### src/rtl/fetch_unit.sv
// Instruction-fetch stage: owns the PC and fetches one word at a time from instruction memory.
// Fetched words go to the IF/ID register; a one-entry skid buffer absorbs stalls, and redirects squash in-flight fetches.
module fetch_unit #(
  parameter logic [31:0] RESET_PC = 32'h0000_0000
) (
  input  logic        clk,
  input  logic        reset,
  input  logic        iStall,
  input  logic        iRedirect,
  input  logic [31:0] iRedirectPC,
  output logic        imem_req,
  output logic [31:0] imem_addr,
  input  logic        imem_ready,
  input  logic        imem_rvalid,
  input  logic [31:0] imem_rdata,
  output logic [31:0] oInstr,
  output logic [31:0] oNextPC,
  output logic        oValid
);

  localparam logic [0:0] ST_REQ  = 1'b0;
  localparam logic [0:0] ST_WAIT = 1'b1;

  logic [0:0]  state_r;
  logic [31:0] pc_r;
  logic [31:0] fpc_r;
  logic        discard_r;
  logic        skid_valid_r;
  logic [31:0] skid_instr_r;
  logic [31:0] skid_npc_r;
  logic        out_valid_r;
  logic [31:0] out_instr_r;
  logic [31:0] out_npc_r;

  logic        accept_s;
  logic        load_s;
  logic        consume_s;
  logic [31:0] fetched_npc_s;

  // A full skid buffer holds off new requests so a response always has somewhere to land.
  assign imem_req      = !reset && (state_r == ST_REQ) && !skid_valid_r;
  assign imem_addr     = pc_r;
  assign accept_s      = imem_req && imem_ready;
  assign load_s        = (state_r == ST_WAIT) && imem_rvalid && !discard_r;
  assign consume_s     = out_valid_r && !iStall;
  assign fetched_npc_s = fpc_r + 32'd4;

  assign oInstr  = out_instr_r;
  assign oNextPC = out_npc_r;
  assign oValid  = out_valid_r;

  // PC, request FSM, output register and skid buffer.
  always_ff @(posedge clk) begin
    if (reset) begin
      state_r      <= ST_REQ;
      pc_r         <= RESET_PC;
      fpc_r        <= 32'h0000_0000;
      discard_r    <= 1'b0;
      skid_valid_r <= 1'b0;
      skid_instr_r <= 32'h0000_0000;
      skid_npc_r   <= 32'h0000_0000;
      out_valid_r  <= 1'b0;
      out_instr_r  <= 32'h0000_0000;
      out_npc_r    <= 32'h0000_0000;
    end else if (iRedirect) begin
      pc_r         <= iRedirectPC;
      out_valid_r  <= 1'b0;
      skid_valid_r <= 1'b0;
      if (state_r == ST_WAIT) begin
        // A response arriving with the redirect is dropped and closes the outstanding fetch.
        if (imem_rvalid) begin
          state_r   <= ST_REQ;
          discard_r <= 1'b0;
        end else begin
          state_r   <= ST_WAIT;
          discard_r <= 1'b1;
        end
      end else if (accept_s) begin
        fpc_r     <= pc_r;
        state_r   <= ST_WAIT;
        discard_r <= 1'b1;
      end else begin
        state_r <= ST_REQ;
      end
    end else begin
      case (state_r)
        ST_REQ: begin
          if (accept_s) begin
            fpc_r   <= pc_r;
            pc_r    <= pc_r + 32'd4;
            state_r <= ST_WAIT;
          end
        end
        ST_WAIT: begin
          if (imem_rvalid) begin
            state_r   <= ST_REQ;
            discard_r <= 1'b0;
          end
        end
        default: begin
          state_r <= ST_REQ;
        end
      endcase

      // Skid full implies no fetch outstanding, so draining it never collides with a load.
      if (consume_s && skid_valid_r) begin
        out_instr_r  <= skid_instr_r;
        out_npc_r    <= skid_npc_r;
        out_valid_r  <= 1'b1;
        skid_valid_r <= 1'b0;
      end else if (load_s && (!out_valid_r || consume_s)) begin
        out_instr_r <= imem_rdata;
        out_npc_r   <= fetched_npc_s;
        out_valid_r <= 1'b1;
      end else if (load_s) begin
        skid_instr_r <= imem_rdata;
        skid_npc_r   <= fetched_npc_s;
        skid_valid_r <= 1'b1;
      end else if (consume_s) begin
        out_valid_r <= 1'b0;
      end else begin
        out_valid_r <= out_valid_r;
      end
    end
  end

endmodule

### config.mk
export PLATFORM = sky130hd
export DESIGN_NAME = fetch_unit
export DESIGN_NICKNAME = d
export VERILOG_FILES = /design/src/rtl/fetch_unit.sv
export SDC_FILE = /design/constraint.sdc
export NUM_CORES = 1
export LEC_CHECK = 0
export BUFFER_PORTS_ARGS = -buffer_cell sky130_fd_sc_hd__buf_2
export CAP_MARGIN = 20
export CORE_ASPECT_RATIO = 1.75
export CORE_MARGIN = 4
export CORE_UTILIZATION = 55
export DETAILED_ROUTE_END_ITERATION = 10
export MAX_ROUTING_LAYER = met4
export PLACE_DENSITY_LB_ADDON = 0.05
export SETUP_SLACK_MARGIN = 0.4
export SLEW_MARGIN = 10
export SYNTH_ARGS = -nofsm -noshare
export SYNTH_HDL_FRONTEND = slang
export SYNTH_SLANG_ARGS = --single-unit
### constraint.sdc
create_clock -name clk -period 2.3 [get_ports clk]
set_input_delay 0.46 -clock clk [delete_from_list [all_inputs] [get_ports clk]]
set_output_delay 0.46 -clock clk [all_outputs]
set_load 0.01 [all_outputs]
==> flow_summary.toml, run 1 <==
[routing]
dr.first_iter.drc_count = 293
wire_per_inst_um = 15.6
drtAntennaViolNets = 0
vias = 8114
drc = 0
wl_um = 22700
drt-vias-per-instance = 5.58
first_pass_iters = 5

[cells_and_area]
multi_input_comb_area_um2 = 4490
seq_area_um2 = 3940
fin_nets = 1327
antenna_cells = 0
area_growth_pct = 21.3
drive_above_1_share_pct = 22.1
nFillCells = 1372
post-route-util_pct = 68.6

[setup_path]
crit_arrival_ns = 2.15
crit_type = "reg -> reg"
cp_max_fo = 37
setup.worst_path.end_class = "flop"
crit_path_start_kind = "flop"
cp.required_ns = 2.62

[timing]
hold_viol_final = 0
setup_viol = 0
skew_ns = 0.0141
relSlewSlack_pct = 58.8
setup_slack_ns = 0.470
fin_crit_sh_pct = 79.6
timing.fmax_mhz = 546
min_period_ns = 1.83
slew_violations = 0
tightest_slew_ns = 0.618
timing.hold.ws_ns = 0.257
rsz0062_at_grt = "no"
tns_ns = 0

[synthesis]
ys_ff_latch = 196
synth_adder_area_share_pct = 0.285
synth_xor_area_share_pct = 4.99
synth_mux_area_share_pct = 0.684
syn_area_per_cell_um2 = 7.94
synth_enable_flop_cells = 0
synth.distinct_cells = 65
synthSimpleGateAreaFrac_pct = 25.1
synth_compound_area_share_pct = 19.1
syn_nets = 1179
ys.warnings.count = 0
syn_inst = 1107
synth_top_family_by_area = "simple AND/OR/NAND/NOR gates"
ys.flop_type = "dfxtp_1"
synthArstFlopShare_pct = 0
ys_seq_area_share_pct = 44.7
syn_area_um2 = 8780

[clock_network]
insertion_delay_ns = 0.43
cts_buffer_depth = 2
htreeDepth = 4
cts_root_buffer = "clkbuf_16"
cts_inserted_buffers = 17
clock-sinks = 196
cts_hold_buf = 0
clk_pin_slew_ns = 0.08
tritoncts = "done"

[placement]
gp_congestion = 0.907
post-dp-hpwl_um = 16200
dp_slack_ns = 0.222
io_buffers = 167

[grt]
top_usage_layer = "met2"
grt_max_degree = 118
grt.total_usage_pct = 25.5
grt_use_met3_pct = 3.40
use_met1_pct = 28.5
grt_pass1_wl_um = 37600
grt_overflow_total = 0
antenna_found_initial = 0
grtUsageMet2_pct = 45.4
grt_pass1_vias = 7668

[floorplanning]
num_rows = 60
num_io_pins = 168
die_x_um = 104
die_y_um = 175
design.core.area_um2 = 15500
start_util_pct = 56.5
die_area_um2 = 18100

[min_path]
min_path_type = "in -> reg"

[power]
p_leak_uw = 0.00425
total_power_uw = 7170
vdd_drop_max_uv = 453
powerDensity_nw_per_um2 = 673

[run_status]
status = "finished, final reports clean"

[run]
cap_viol_max_count = 0
through the flow:
step	std cells	instance area [um2]
3_5_place_dp	1413	9880
2_1_floorplan	1107	8780
5_1_grt	1454	10700
3_3_place_gp	1413	9880
6_report	1454	10700
4_1_cts	1450	10600
state kept, by name (all words and copies together) (netlist names):
name	count
skid_npc_r	32
imem_addr	32
state_r	1
oInstr	32
skid_instr_r	32
skid_valid_r	1
oNextPC	32
fpc_r	32
discard_r	1
oValid	1
path summary, 6_finish.rpt:
kind,start,endpoint,slack [ns],cells past startpoint
hold reg to reg,oNextPC[15]$_SDFFE_PP0P_,oNextPC[15]$_SDFFE_PP0P_,0.45,2
setup reg to reg,skid_valid_r$_SDFFE_PP0P_,oNextPC[24]$_SDFFE_PP0P_,0.47,5
hold / removal,iRedirectPC[5],imem_addr[5]$_SDFFE_PP0P_,0.26,3
setup / recovery,skid_valid_r$_SDFFE_PP0P_,oNextPC[24]$_SDFFE_PP0P_,0.47,5
cells by family (layout without fill, tap and decap cells):
group,count (synthesis),in the layout
adders and majority gates,2,2
xor gates and xnor gates,50,50
and+or+nand+nor,474,474
AOI/OAI and AO/OA,271,271
buffers and inverters,108,269
muxes,6,6
DFF,196,196
synthesized netlist by cell type, drive strengths merged, types with 3 or more instances:
library cell / number / area share [%]
a22oi: 5 / 0.43
a311oi: 36 / 3.6
o21ai: 43 / 2.4
nor4b: 3 / 0.54
nand3: 27 / 1.6
nor3: 25 / 1.4
o21a: 18 / 1.5
and4: 10 / 1.0
dfxtp: 196 / 45
a211o: 4 / 0.40
nor2: 101 / 4.6
nand4: 20 / 1.6
a31oi: 4 / 0.28
and3: 10 / 0.71
buf: 30 / 1.8
clkbuf: 54 / 2.3
xor2: 21 / 2.1
xnor2: 29 / 2.9
a211oi: 9 / 0.77
a21oi: 130 / 7.4
nor4: 10 / 1.2
or3: 4 / 0.28
a21o: 3 / 0.26
a221oi: 4 / 0.61
and2: 7 / 0.50
mux2i: 6 / 0.68
nand2: 245 / 10
inv: 24 / 1.0
cell type report:
cell class	instances	share of cell area [%]
repair buffers	213	12.0
clock buffers	18	4.12
clock inverters	14	1.70
flip-flops and latches	196	37.0
well taps	186	2.18
multi-input cells	803	42.2
inverters	24	0.846
cells in the final DEF, fill, tap and decap left out, types with 10 or more instances in the layout:
master / count
nand2_1: 244
xnor2_1: 29
nor2_1: 98
o21a_1: 18
nand4_1: 19
buf_4: 38
clkbuf_16: 17
dfxtp_1: 188
xor2_1: 21
a311oi_1: 36
nor3_1: 23
inv_1: 24
o21ai_0: 43
a21oi_1: 130
nand3_1: 25
buf_2: 166
and3_1: 10
where the power goes:
group          internal (uW)  switching [uW]
Combinational            248             337
Sequential              3480             100
Clock                   1510            1490
metal layers:
metal	part of all wire [%]	vias to the layer above
met4	3.7	0
met2	52	241
met3	4.3	53
met1	40	3688
li1	-	4132
met5	0	-
critical path, cell delays in order, from the launching register on:
cell and delay (ns):
dfxtp_2 0.42, nand2_2 0.14, a221o_1 0.36, buf_8 0.19, a22o_1 0.26, a221o_1 0.34
timing repair:
action	4_1_cts	5_1_grt
resized for setup	4	17
pin swaps	2	3
endpoints found under the setup margin	14	36
cloned	0	0
buffers inserted	5	4
Power figures use the tool's default switching activity.
==> inputs of run 2 (changes only) <==
==> constraint.sdc (replaced) <==
create_clock -name clk -period 1.8 [get_ports clk]
set_input_delay 0.36 -clock clk [delete_from_list [all_inputs] [get_ports clk]]
set_output_delay 0.36 -clock clk [all_outputs]
set_load 0.01 [all_outputs]
==> run 2 against run 1 <==
Net effect: the flow now finishes with violations (DRC, setup timing); total power up 37%; via count is 39% higher; cell area grew 37%; flip-flop and latch count unchanged; cell count increased by 11%; sequential share of layout area shrank 9.4 points; wire length up 98%; combinational power up 120%; setup slack got worse by 0.79 ns; maximum frequency decreased by 14%; global-route usage grew 9.1 points; critical endpoint is now oInstr[14]$_SDFFE_PP0P_; highest routed layer unchanged.
==> flow_summary.toml, run 2 (synthesis gave the netlist of run 1 again) <==
[timing]
hold_viol_final = 0
tightest_slew_ns = 0.688
fin_crit_sh_pct = 118
relSlewSlack_pct = 53.0
setup_viol = 49
rsz0062_at_grt = "yes"
tns_ns = -3.38
skew_ns = 0.0149
min_period_ns = 2.12
setup_slack_ns = -0.316
slew_violations = 0
timing.fmax_mhz = 473

[placement]
gp_congestion = 0.949
post-dp-hpwl_um = 16900
place_inst = 1461
place_area_um2 = 10600
dp_slack_ns = -0.0372
io_buffers = 167

[floorplanning]
die_area_um2 = 18100
num_io_pins = 168
die_x_um = 104
die_y_um = 175
start_util_pct = 56.5
num_rows = 60
design.core.area_um2 = 15500

[grt]
antenna_found_initial = 1
top_usage_layer = "met2"
grtUsageMet2_pct = 62.6
grt_pass1_vias = 9673
grt_use_met3_pct = 5.10
grt_max_degree = 111
use_met1_pct = 33.5
grt.total_usage_pct = 34.6
grt_pass1_wl_um = 49400
grt_overflow_total = 0

[setup_path]
crit_top_cell = "buf_12"
cp_slowest_cell = "a311oi_1"
r2r_setup_slack_ns = -0.32
crit_path_start_kind = "flop"
crit_buf_inv = 5
reg2reg_to = "oInstr[14]$_SDFFE_PP0P_"
worstPathCellList = "nand3b_4, buf_6, a221oi_4, buf_12, buf_12, buf_16, buf_12, nor2_2, a311oi_1"
cp_max_fo = 8
cp.required_ns = 2.10
reg2regPathDepth = 9
path_depth = 9
crit_arrival_ns = 2.42
reg2reg_from = "discard_r$_SDFFE_PP0P_"
crit_start = "discard_r$_SDFFE_PP0P_"
crit_end = "oInstr[14]$_SDFFE_PP0P_"
cp_slowest_stage_delay_ns = 0.43
setup.worst_path.end_class = "flop"
crit_type = "reg -> reg"
critPathTopFamily = "compound AO/OA/AOI/OAI gates"

[power]
seqPwrFrac_pct = 46.8
power.internal_uw = 6890
swShare_pct = 29.7
combPwrFrac_pct = 13.3
p_clk_share_pct = 39.9
p_leak_uw = 0.00611
p_sw_uw = 2920
powerDensity_nw_per_um2 = 671
vdd_drop_max_uv = 600

[clock_network]
insertion_delay_ns = 0.45
clock-sinks = 196
clk_pin_slew_ns = 0.08
htreeDepth = 4
cts_inserted_buffers = 17
cts_hold_buf = 0
tritoncts = "done"
cts_root_buffer = "clkbuf_16"
cts_buffer_depth = 2

[cells_and_area]
fin_nets = 1493
drive_above_1_share_pct = 50.2
fin_area_um2 = 14600
area_growth_pct = 66.4
post-route-util_pct = 94.0
instances_no_fill = 1620
mostFrequentLayoutCell = "nand2_1"
mostFrequentLayoutCells = "167 x nand2_1, 166 x buf_2, 157 x dfxtp_1"

[routing]
vias = 11283
first_pass_iters = 11
drc = 1
dr.first_iter.drc_count = 1227
wire_per_inst_um = 27.7
drt-vias-per-instance = 6.96
drtAntennaViolNets = 0
wl_um = 44900

[run_status]
status = "finished with violations"
violations = "DRC, setup timing"

[min_path]
min_path_type = "in -> reg"

[run]
cap_viol_max_count = 0
[run 2: cell count changes in the layout (fill, tap and decap cells not counted), sizes merged]
| cell | before | now |
|---|---|---|
| inv | 30 | 28 |
| diode | 0 | 1 |
| clkinv | 7 | 9 |
| bufbuf | 0 | 1 |
| buf | 213 | 370 |
| nor2 | 101 | 102 |
| clkbuf | 18 | 24 |
[run 2: how the worst min path moves through the flow]
stage                                           start  depth (start not counted)                     endpoint
after global routing                   iRedirectPC[4]                          3    imem_addr[4]$_SDFFE_PP0P_
final                                  iRedirectPC[5]                          3    imem_addr[5]$_SDFFE_PP0P_
after CTS                                       reset                          2    imem_addr[3]$_SDFFE_PP0P_
after detailed placement      oNextPC[7]$_SDFFE_PP0P_                          2      oNextPC[7]$_SDFFE_PP0P_
after global placement        oNextPC[2]$_SDFFE_PP0P_                          2      oNextPC[2]$_SDFFE_PP0P_
after floorplan           skid_npc_r[20]$_SDFFE_PP0P_                          2  skid_npc_r[20]$_SDFFE_PP0P_
[run 2: worst register-to-register path, delay by kind of cell, from the launching register on]
kind	cells	cell delay [ns]
flops	1	0.33
simple gates	2	0.22
buf+inv	5	0.69
compound gates	2	0.72
[run 2: power groups by stage]
| stage | Combinational, uW | Clock (uW) | Sequential, uW |
|---|---|---|---|
| after floorplan | 443 | 0 | 4700 |
| after global placement | 792 | 0 | 4680 |
| after detailed placement | 805 | 0 | 4680 |
| after CTS | 979 | 3810 | 4560 |
| after global routing | 1360 | 4060 | 4600 |
| final | 1310 | 3920 | 4590 |
[run 2: area by class of cell]
| type | instances | area [um2] |
|---|---|---|
| inverters | 24 | 93.8 |
| clock buffers | 17 | 425 |
| flip-flops and latches | 196 | 4030 |
| well taps | 186 | 233 |
| clock inverters | 14 | 165 |
| fillers | 440 | 925 |
| repair buffers | 378 | 3700 |
| multi-input cells | 804 | 5960 |
| diodes | 1 | 2.50 |
[run 2: timing repair]
item                       4_1_cts  5_1_grt
gates cloned                    24        9
pin swaps                      121      112
setup endpoints to repair      195      209
setup buffers                   60       34
gates resized for setup        232      234
[run 2: routing by layer]
metal	vias to the layer above	part of all wire, %
li1	4484	-
met1	5182	29
met2	1068	47
met3	549	10
met4	0	13
met5	-	0
[run 2: metrics by stage]
stage	hold slack, ns	total power, uW
CTS	0.144	9350
global route	0.148	10000
global placement	0.436	5470
detailed placement	0.443	5480
finish	0.140	9810
floorplan	0.436	5140
